File: src/rtl/uart_rx_deserializer.sv
// 8N1-style UART receiver: synchronizes rx, frames start/data/stop bits LSB-first and
// presents each completed word on a valid/ack handshake with frame-error and overrun status.
`timescale 1ns/1ps
module uart_rx_deserializer #(
  parameter int unsigned bits         = 8,
  parameter int unsigned clks_per_bit = 104
) (
  input  logic            clk,
  input  logic            rst,
  input  logic            rx,
  output logic [bits-1:0] DATA_out,
  output logic            valid,
  input  logic            ack,
  output logic            frame_err,
  output logic            overrun,
  output logic            busy
);

  localparam int unsigned CntW = $clog2(clks_per_bit);
  localparam int unsigned BitW = $clog2(bits + 1);
  localparam logic [CntW-1:0] HalfM1  = CntW'(clks_per_bit / 2 - 1);
  localparam logic [CntW-1:0] FullM1  = CntW'(clks_per_bit - 1);
  localparam logic [BitW-1:0] LastBit = BitW'(bits - 1);

  typedef enum logic [2:0] {StIdle, StStart, StData, StStop, StBreak} state_e;

  state_e            state_q, state_d;
  logic [CntW-1:0]   cnt_q, cnt_d;
  logic [BitW-1:0]   bit_cnt_q, bit_cnt_d;
  logic [bits-1:0]   shreg_q, shreg_d;
  logic [bits-1:0]   data_q, data_d;
  logic              valid_q, valid_d;
  logic              ferr_q, ferr_d;
  logic              ovr_q, ovr_d;
  logic              rx_meta_q, rx_s_q;
  logic              accept;

  assign accept = valid_q & ack;

  always_comb begin
    state_d   = state_q;
    cnt_d     = cnt_q + CntW'(1);
    bit_cnt_d = bit_cnt_q;
    shreg_d   = shreg_q;
    data_d    = data_q;
    valid_d   = valid_q;
    ferr_d    = 1'b0;
    ovr_d     = ovr_q;

    if (accept) begin
      valid_d = 1'b0;
      ovr_d   = 1'b0;
    end

    unique case (state_q)
      StIdle: begin
        cnt_d = '0;
        if (!rx_s_q) state_d = StStart;
      end
      StStart: begin
        if (cnt_q == HalfM1) begin
          cnt_d     = '0;
          bit_cnt_d = '0;
          state_d   = rx_s_q ? StIdle : StData;
        end
      end
      StData: begin
        if (cnt_q == FullM1) begin
          cnt_d              = '0;
          shreg_d            = shreg_q >> 1;
          shreg_d[bits-1]    = rx_s_q;
          bit_cnt_d          = bit_cnt_q + BitW'(1);
          if (bit_cnt_q == LastBit) state_d = StStop;
        end
      end
      StStop: begin
        if (cnt_q == FullM1) begin
          cnt_d = '0;
          if (rx_s_q) begin
            data_d  = shreg_q;
            valid_d = 1'b1;
            // A completion racing an accepted ack leaves overrun as it was.
            if (valid_q && !ack) ovr_d = 1'b1;
            else if (accept)     ovr_d = ovr_q;
            state_d = StIdle;
          end else begin
            ferr_d  = 1'b1;
            state_d = StBreak;
          end
        end
      end
      StBreak: begin
        cnt_d = '0;
        if (rx_s_q) state_d = StIdle;
      end
      default: state_d = StIdle;
    endcase
  end

  always_ff @(posedge clk) begin
    if (!rst) begin
      state_q   <= StIdle;
      cnt_q     <= '0;
      bit_cnt_q <= '0;
      shreg_q   <= '0;
      data_q    <= '0;
      valid_q   <= 1'b0;
      ferr_q    <= 1'b0;
      ovr_q     <= 1'b0;
      rx_meta_q <= 1'b1;
      rx_s_q    <= 1'b1;
    end else begin
      state_q   <= state_d;
      cnt_q     <= cnt_d;
      bit_cnt_q <= bit_cnt_d;
      shreg_q   <= shreg_d;
      data_q    <= data_d;
      valid_q   <= valid_d;
      ferr_q    <= ferr_d;
      ovr_q     <= ovr_d;
      rx_meta_q <= rx;
      rx_s_q    <= rx_meta_q;
    end
  end

  assign DATA_out  = data_q;
  assign valid     = valid_q;
  assign frame_err = ferr_q;
  assign overrun   = ovr_q;
  assign busy      = (state_q != StIdle);

endmodule
File: config.mk
export PLATFORM = sky130hd
export DESIGN_NAME = uart_rx_deserializer
export DESIGN_NICKNAME = d
export VERILOG_FILES = /design/src/rtl/uart_rx_deserializer.sv
export SDC_FILE = /design/constraint.sdc
export NUM_CORES = 1
export LEC_CHECK = 0
export ABC_AREA = 1
export CORE_MARGIN = 4
export CORE_UTILIZATION = 36
export DETAILED_ROUTE_END_ITERATION = 16
export SYNTH_ARGS = -nofsm -noshare
export SYNTH_HDL_FRONTEND = slang
export SYNTH_SLANG_ARGS = --single-unit
File: constraint.sdc
create_clock -name clk -period 2.2 [get_ports clk]
set_input_delay 0.44 -clock clk [delete_from_list [all_inputs] [get_ports clk]]
set_output_delay 0.44 -clock clk [all_outputs]
set_load 0.05 [all_outputs]
# --- Word level (Yosys, flattened, before mapping) ---
# Index checks and enable logic that the tools add are counted.
classes:
  addsub: 2
  eq_ne: 14
  n_mux: 26
  bitwise: 1
  reduce_logical: 12
ops:
  columns: ["op", "count"]
  rows:
  - ["$mux 3", 7]
  - ["$pmux 7 s3", 1]
  - ["$pmux 3 s5", 1]
  - ["$mux 7", 2]
  - ["$ne 2x2->1 const B", 6]
  - ["$mux 1", 11]
  - ["$reduce_and 3->1", 3]
  - ["$mux 4", 2]
  - ["$pmux 4 s2", 1]
  - ["$add 7x1->7 const B", 1]
  - ["$eq 7x6->1 const B", 1]
  - ["$eq 7x7->1 const B", 1]
  - ["$eq 3x2->1 const B", 2]
  - ["$reduce_and 6->1", 1]
  - ["$ne 5x5->1 const B", 1]
  - ["$add 4x1->4 const B", 1]
  - ["$eq 4x3->1 const B", 1]
  - ["$reduce_or 2->1", 2]
  - ["$eq 3x1->1 const B", 1]
  - ["$eq 3x3->1 const B", 1]
  - ["$logic_not 3->1", 1]
  - ["$reduce_bool 3->1", 1]
  - ["$mux 2", 1]
  - ["$reduce_and 2->1", 1]
  - ["other kinds (4)", 4]
totals:
  regBits: 35
  output_inout_bits: 12

# --- Logic depth before layout (Yosys ltp) ---
depth:
  depth_word: 7
  ltp_mapped: 10
  depth_no_buf: 10

# --- Least setup slack after synthesis ---
# Ideal clock, no wire load.
synth_timing:
  kind: "register -> register"
  startpoint: "register cnt_q[0]"
  endpoint: "register cnt_q[6]"
  setup_ps: 109
  arrival_time_ps: 1257
  required_ps: 2091
  setup_slack_ps: 834
  path_stages_with_launch: 11
  n_path_buf: 0
  period_less_slack_ps: 1366
  path_cell_list: "dfxtp_1 -> ha_1 -> inv_1 -> nor2_1 -> nand3_1 -> nand2_1 -> nand3_1 -> nand2_1 -> inv_1 -> nand2_1 -> inv_1"
synth_via:
  elab_chain_cells: 3
  elab_cells_between_ends: 6
  classes_between: "add/sub: 1; eq/ne: 2; mux: 3"
synth_lines:
  columns: ["element", "line_no", "rtl"]
  rows:
  - ["from (decl)", "28", "logic [CntW-1:0] cnt_q, cnt_d;"]
  - ["from (signal assigned)", "114", "cnt_q <= cnt_d;"]
  - ["$add 7x1->7 (tied with other cells)", "42", "cnt_d = cnt_q + CntW'(1);"]
  - ["$mux 7, on equally long branches", "68, 77, 61", null]
  - ["$pmux 7 s3 (*)", "55", "unique case (state_q)"]
# Mark *: on every way between the ends. The rest lies on a longest branch, timed or not.
# A chain may end at the register's enable or synchronous reset.

# --- Final worst setup path ---
layout_timing:
  startpoint: "register state_q[2]"
  endpoint: "output port busy"
layout_via:
  elab_chain_cells: 1
layout_lines:
  columns: ["element", "line_no", "rtl"]
  rows:
  - ["from (decl)", "27", "state_e state_q, state_d;"]
  - ["from (signal assigned)", "102", "state_q <= StIdle;"]
  - ["from (signal assigned)", "113", "state_q <= state_d;"]
  - ["$reduce_bool 3->1", "130", "assign busy = (state_q != StIdle);"]
  - ["to (decl)", "16", "output logic busy"]
# No other way between the ends.

==> implementation parameters <==
Parameter                              Value

Setup path
  R2r startpoint    cnt_q[0]
  R2R setup slack    a little under 0.6 ns
  Arrival time at the worst endpoint    1.65 ns
  Startpoint types    flip-flop
  Logic depth of the worst setup path including buffers    3
  Path type of the worst setup path    reg2out
  Data required time of the critical path    1.76 ns
  CP delay by family, top    buffers and inverters
  Critical Path Slowest Stage Cell    sky130_fd_sc_hd__clkdlybuf4s50_1
  Stage delay of the slowest cell on the critical path    0.80 ns
  WP buf/inv    2
  Biggest fanout along the worst timing path    6
  Length in cells of the worst reg-to-reg path    10
  Type of destination of the critical path    output port
  Endpoint of the worst register-to-register path    cnt_q[5]
  Cell-by-cell listing of the critical path    inv_2 > nand2_1 > clkdlybuf4s50_1

Logic synthesis
  Cell types occupying the most area after synthesis    sky130_fd_sc_hd__dfxtp_1 (44%), sky130_fd_sc_hd__nor2_1 (13%), sky130_fd_sc_hd__nand2_1 (6.4%)
  Post-synthesis cell type with the largest combined area    sky130_fd_sc_hd__dfxtp_1
  Share of synthesized registers carrying an async set or reset    0%
  Synth Area per Inst    around 7.3 um^2
  Number of synthesis warnings    0
  Synth unique cells    30
  Yosys reg bits    35
  Post-synth EDFFs    0
  Post-Synthesis Cells    217
  Prevailing post-synth register cell    sky130_fd_sc_hd__dfxtp_1
  Register area share after synthesis    roughly 44%
  Post-synthesis cell area    between 1500 and 2000 um^2
  Total nets after synthesis    around 220
  Share of the synthesized area in the top cell type    between 40 and 50%

Placement
  DPL Wire Length    approximately 2000 um
  Worst slack, placed    between 0.4 and 0.5 ns
  RePlAce Congestion    between 0.8 and 0.9
  Cell count after placement    about 280
  Number of I/O port buffers    15

Pwr
  Leakage    ~0.00084 uW
  Worst supply voltage drop on vdd    711 uV
  Total power of the final layout    between 1500 and 2000 uW
  Pwr per Cell Area    between 900 and 1000 nW/um^2

Finish
  Count of non-filler cells in the finished layout    287
  Number of antenna cells inserted    0
  Fraction of layout instances using a drive strength above 1    roughly 10%
  Most frequent standard cell in the layout excluding fill and tap cells    sky130_fd_sc_hd__nor2_1
  Synth-to-layout area growth    19.8%
  Layout net count    243
  Top library cells by usage in the layout, fill and taps aside    sky130_fd_sc_hd__nor2_1 (56), sky130_fd_sc_hd__dfxtp_1 (35), sky130_fd_sc_hd__nand2_1 (27), sky130_fd_sc_hd__inv_1 (25), sky130_fd_sc_hd__o21ai_0 (17)

Min path
  Startpoint of the most critical hold path    rx_meta_q
  Worst min-delay path class    reg2reg
  Capture endpoint of the worst hold path    rx_s_q
  Cell depth of the worst hold path    1

Floorplan
  Width of the chip    roughly 74 um
  Starting density of the core    between 30 and 40%
  Core Region    ~4100 um^2
  Die area    5530 um^2
  Number of rows created at floorplan    23
  Vertical extent of the die    74.4 um
  Top-level I/O count    16

Clocking
  Number of clock sinks    35
  Number of clock buffers inserted by TritonCTS    5
  Clock-pin slew of the registers on the worst-case setup and hold paths    roughly 0.070 ns
  Clk Tree Root Cell    sky130_fd_sc_hd__clkbuf_8
  Count of H-tree levels built during CTS    2
  Clock tree from TritonCTS    built
  Total of cells resized after clock tree synthesis    0
  Skew-Pair Late Insertion Delay    between 0.2 and 0.3 ns
  Clock Tree Buf Depth    2
  Post-cts hold buffer count    0
  Postcts setup bufs    0

Timing
  Final hold violation count    0
  F_max    around 0.48 GHz
  Final max-slew violation count    0
  Setup TNS Final    0 ns
  Unrepaired setup endpoints after global routing    no
  Number of endpoints failing setup at the final stage    0
  Pin slew with the least headroom to its limit    0.500 ns
  Final Worst Setup Slack    roughly 0.11 ns
  Hold WS    0.414 ns
  Post-Route Skew    approximately 0.0013 ns
  Headroom to the max-slew limit    approximately two thirds
  Min Tclk post-route    approximately 2.1 ns
  Final period util    roughly 95%

Routing
  Pre-antenna DRT Iters    4
  Wire length per cell    10.1 um
  DRC violation total after the first TritonRoute iteration    68
  Detailed Route WL    around 2900 um
  Ratio of routed vias to standard cells    4.63
  Via total after detailed routing    ~1300
  Number of nets with antenna violations after routing    0
  DRC violation count after routing    0

Run status
  Run status    finished clean

Global route
  Largest net degree at the start of global routing    21
  Initial antenna violation count    0
  Residual overflow from global routing    0
  Number of global-route vias before repair    roughly 1100
  First-pass GRT wire length    approximately 5100 um
  Total routing resource utilization after global routing    12.0%

Run
  # Max-Cap Violations    0
## synth_stat cells (2+ instances only)
master,instances
sky130_fd_sc_hd__xor2_1,2
sky130_fd_sc_hd__nor2_1,56
sky130_fd_sc_hd__xnor2_1,2
sky130_fd_sc_hd__a21oi_1,8
sky130_fd_sc_hd__nand2_1,27
sky130_fd_sc_hd__dfxtp_1,35
sky130_fd_sc_hd__ha_1,3
sky130_fd_sc_hd__or2_2,2
sky130_fd_sc_hd__nand3_2,2
sky130_fd_sc_hd__o21ai_0,17
sky130_fd_sc_hd__inv_1,25
sky130_fd_sc_hd__nand2_4,2
sky130_fd_sc_hd__inv_2,3
sky130_fd_sc_hd__nand4_1,5
sky130_fd_sc_hd__nand3_1,13
## stage by stage
step                instance area [um^2]  utilization (%)
CTS                                 1900             46.2
global route                        1900             46.2
finish                              1900             46.2
global placement                    1780             43.3
floorplan                           1590                -
detailed placement                  1780             43.3
## sequential cells by signal, summed over array words and instances (netlist names)
name and flops:
DATA_out 8, bit_cnt_q 4, cnt_q 7, frame_err 1, overrun 1, rx_meta_q 1
rx_s_q 1, shreg_q 8, state_q 3, valid 1
## worst reg2reg max path, delay by kind of cell, from the launching register on
kind	cells	cell delay, ns
fa+ha+maj	1	0.21
buf+inv	3	0.15
flops	1	0.38
simple gates	6	0.79
## area by class of cell
class | count | area, um^2
multi-input cells | 149 | 748
clock inverters | 2 | 35.0
well taps | 50 | 62.6
clock buffers | 6 | 82.6
fillers | 434 | 2220
repair buffers | 17 | 165
flip-flops and latches | 35 | 701
inverters | 28 | 105
## power by group
part           total, uW  leakage (uW)  internal [uW]  switching, uW
Clock                602     0.0000612            367            236
Combinational        464      0.000497            156            308
Sequential           709      0.000283            669           40.6
Total               1780      0.000841           1190            584
## per-layer routing
| metal | up-vias | share of wire [%] | GRT usage [%] |
|---|---|---|---|
| met3 | 5 | 6.5 | 4.59 |
| li1 | 722 | - | - |
| met1 | 570 | 50 | 15.6 |
| met5 | - | 0 | 0 |
| met4 | 0 | 1.7 | 4.74 |
| met2 | 31 | 42 | 17.9 |
## worst max-delay path by stage
| stage | to | start | slack [ns] |
|---|---|---|---|
| floorplan | cnt_q[6] | cnt_q[0] | 0.83 |
| global placement | busy | state_q[2] | 0.43 |
| detailed placement | busy | state_q[2] | 0.42 |
| CTS | busy | state_q[2] | 0.09 |
| global route | busy | state_q[2] | 0.01 |
| finish | busy | state_q[2] | 0.11 |
## cell families (layout without fill, tap and decap cells)
| group | count (synthesis) | count (layout) | share of synthesized area [%] |
|---|---|---|---|
| XOR/XNOR | 4 | 4 | 2.21 |
| adder cells (fa/ha/maj) | 3 | 3 | 2.37 |
| flip-flops | 35 | 35 | 44.2 |
| AO/OA/AOI/OAI | 29 | 29 | 9.87 |
| AND/OR/NAND/NOR | 113 | 113 | 32.8 |
| buffers and inverters | 33 | 53 | 8.60 |
(Power assumes the default switching activity.)
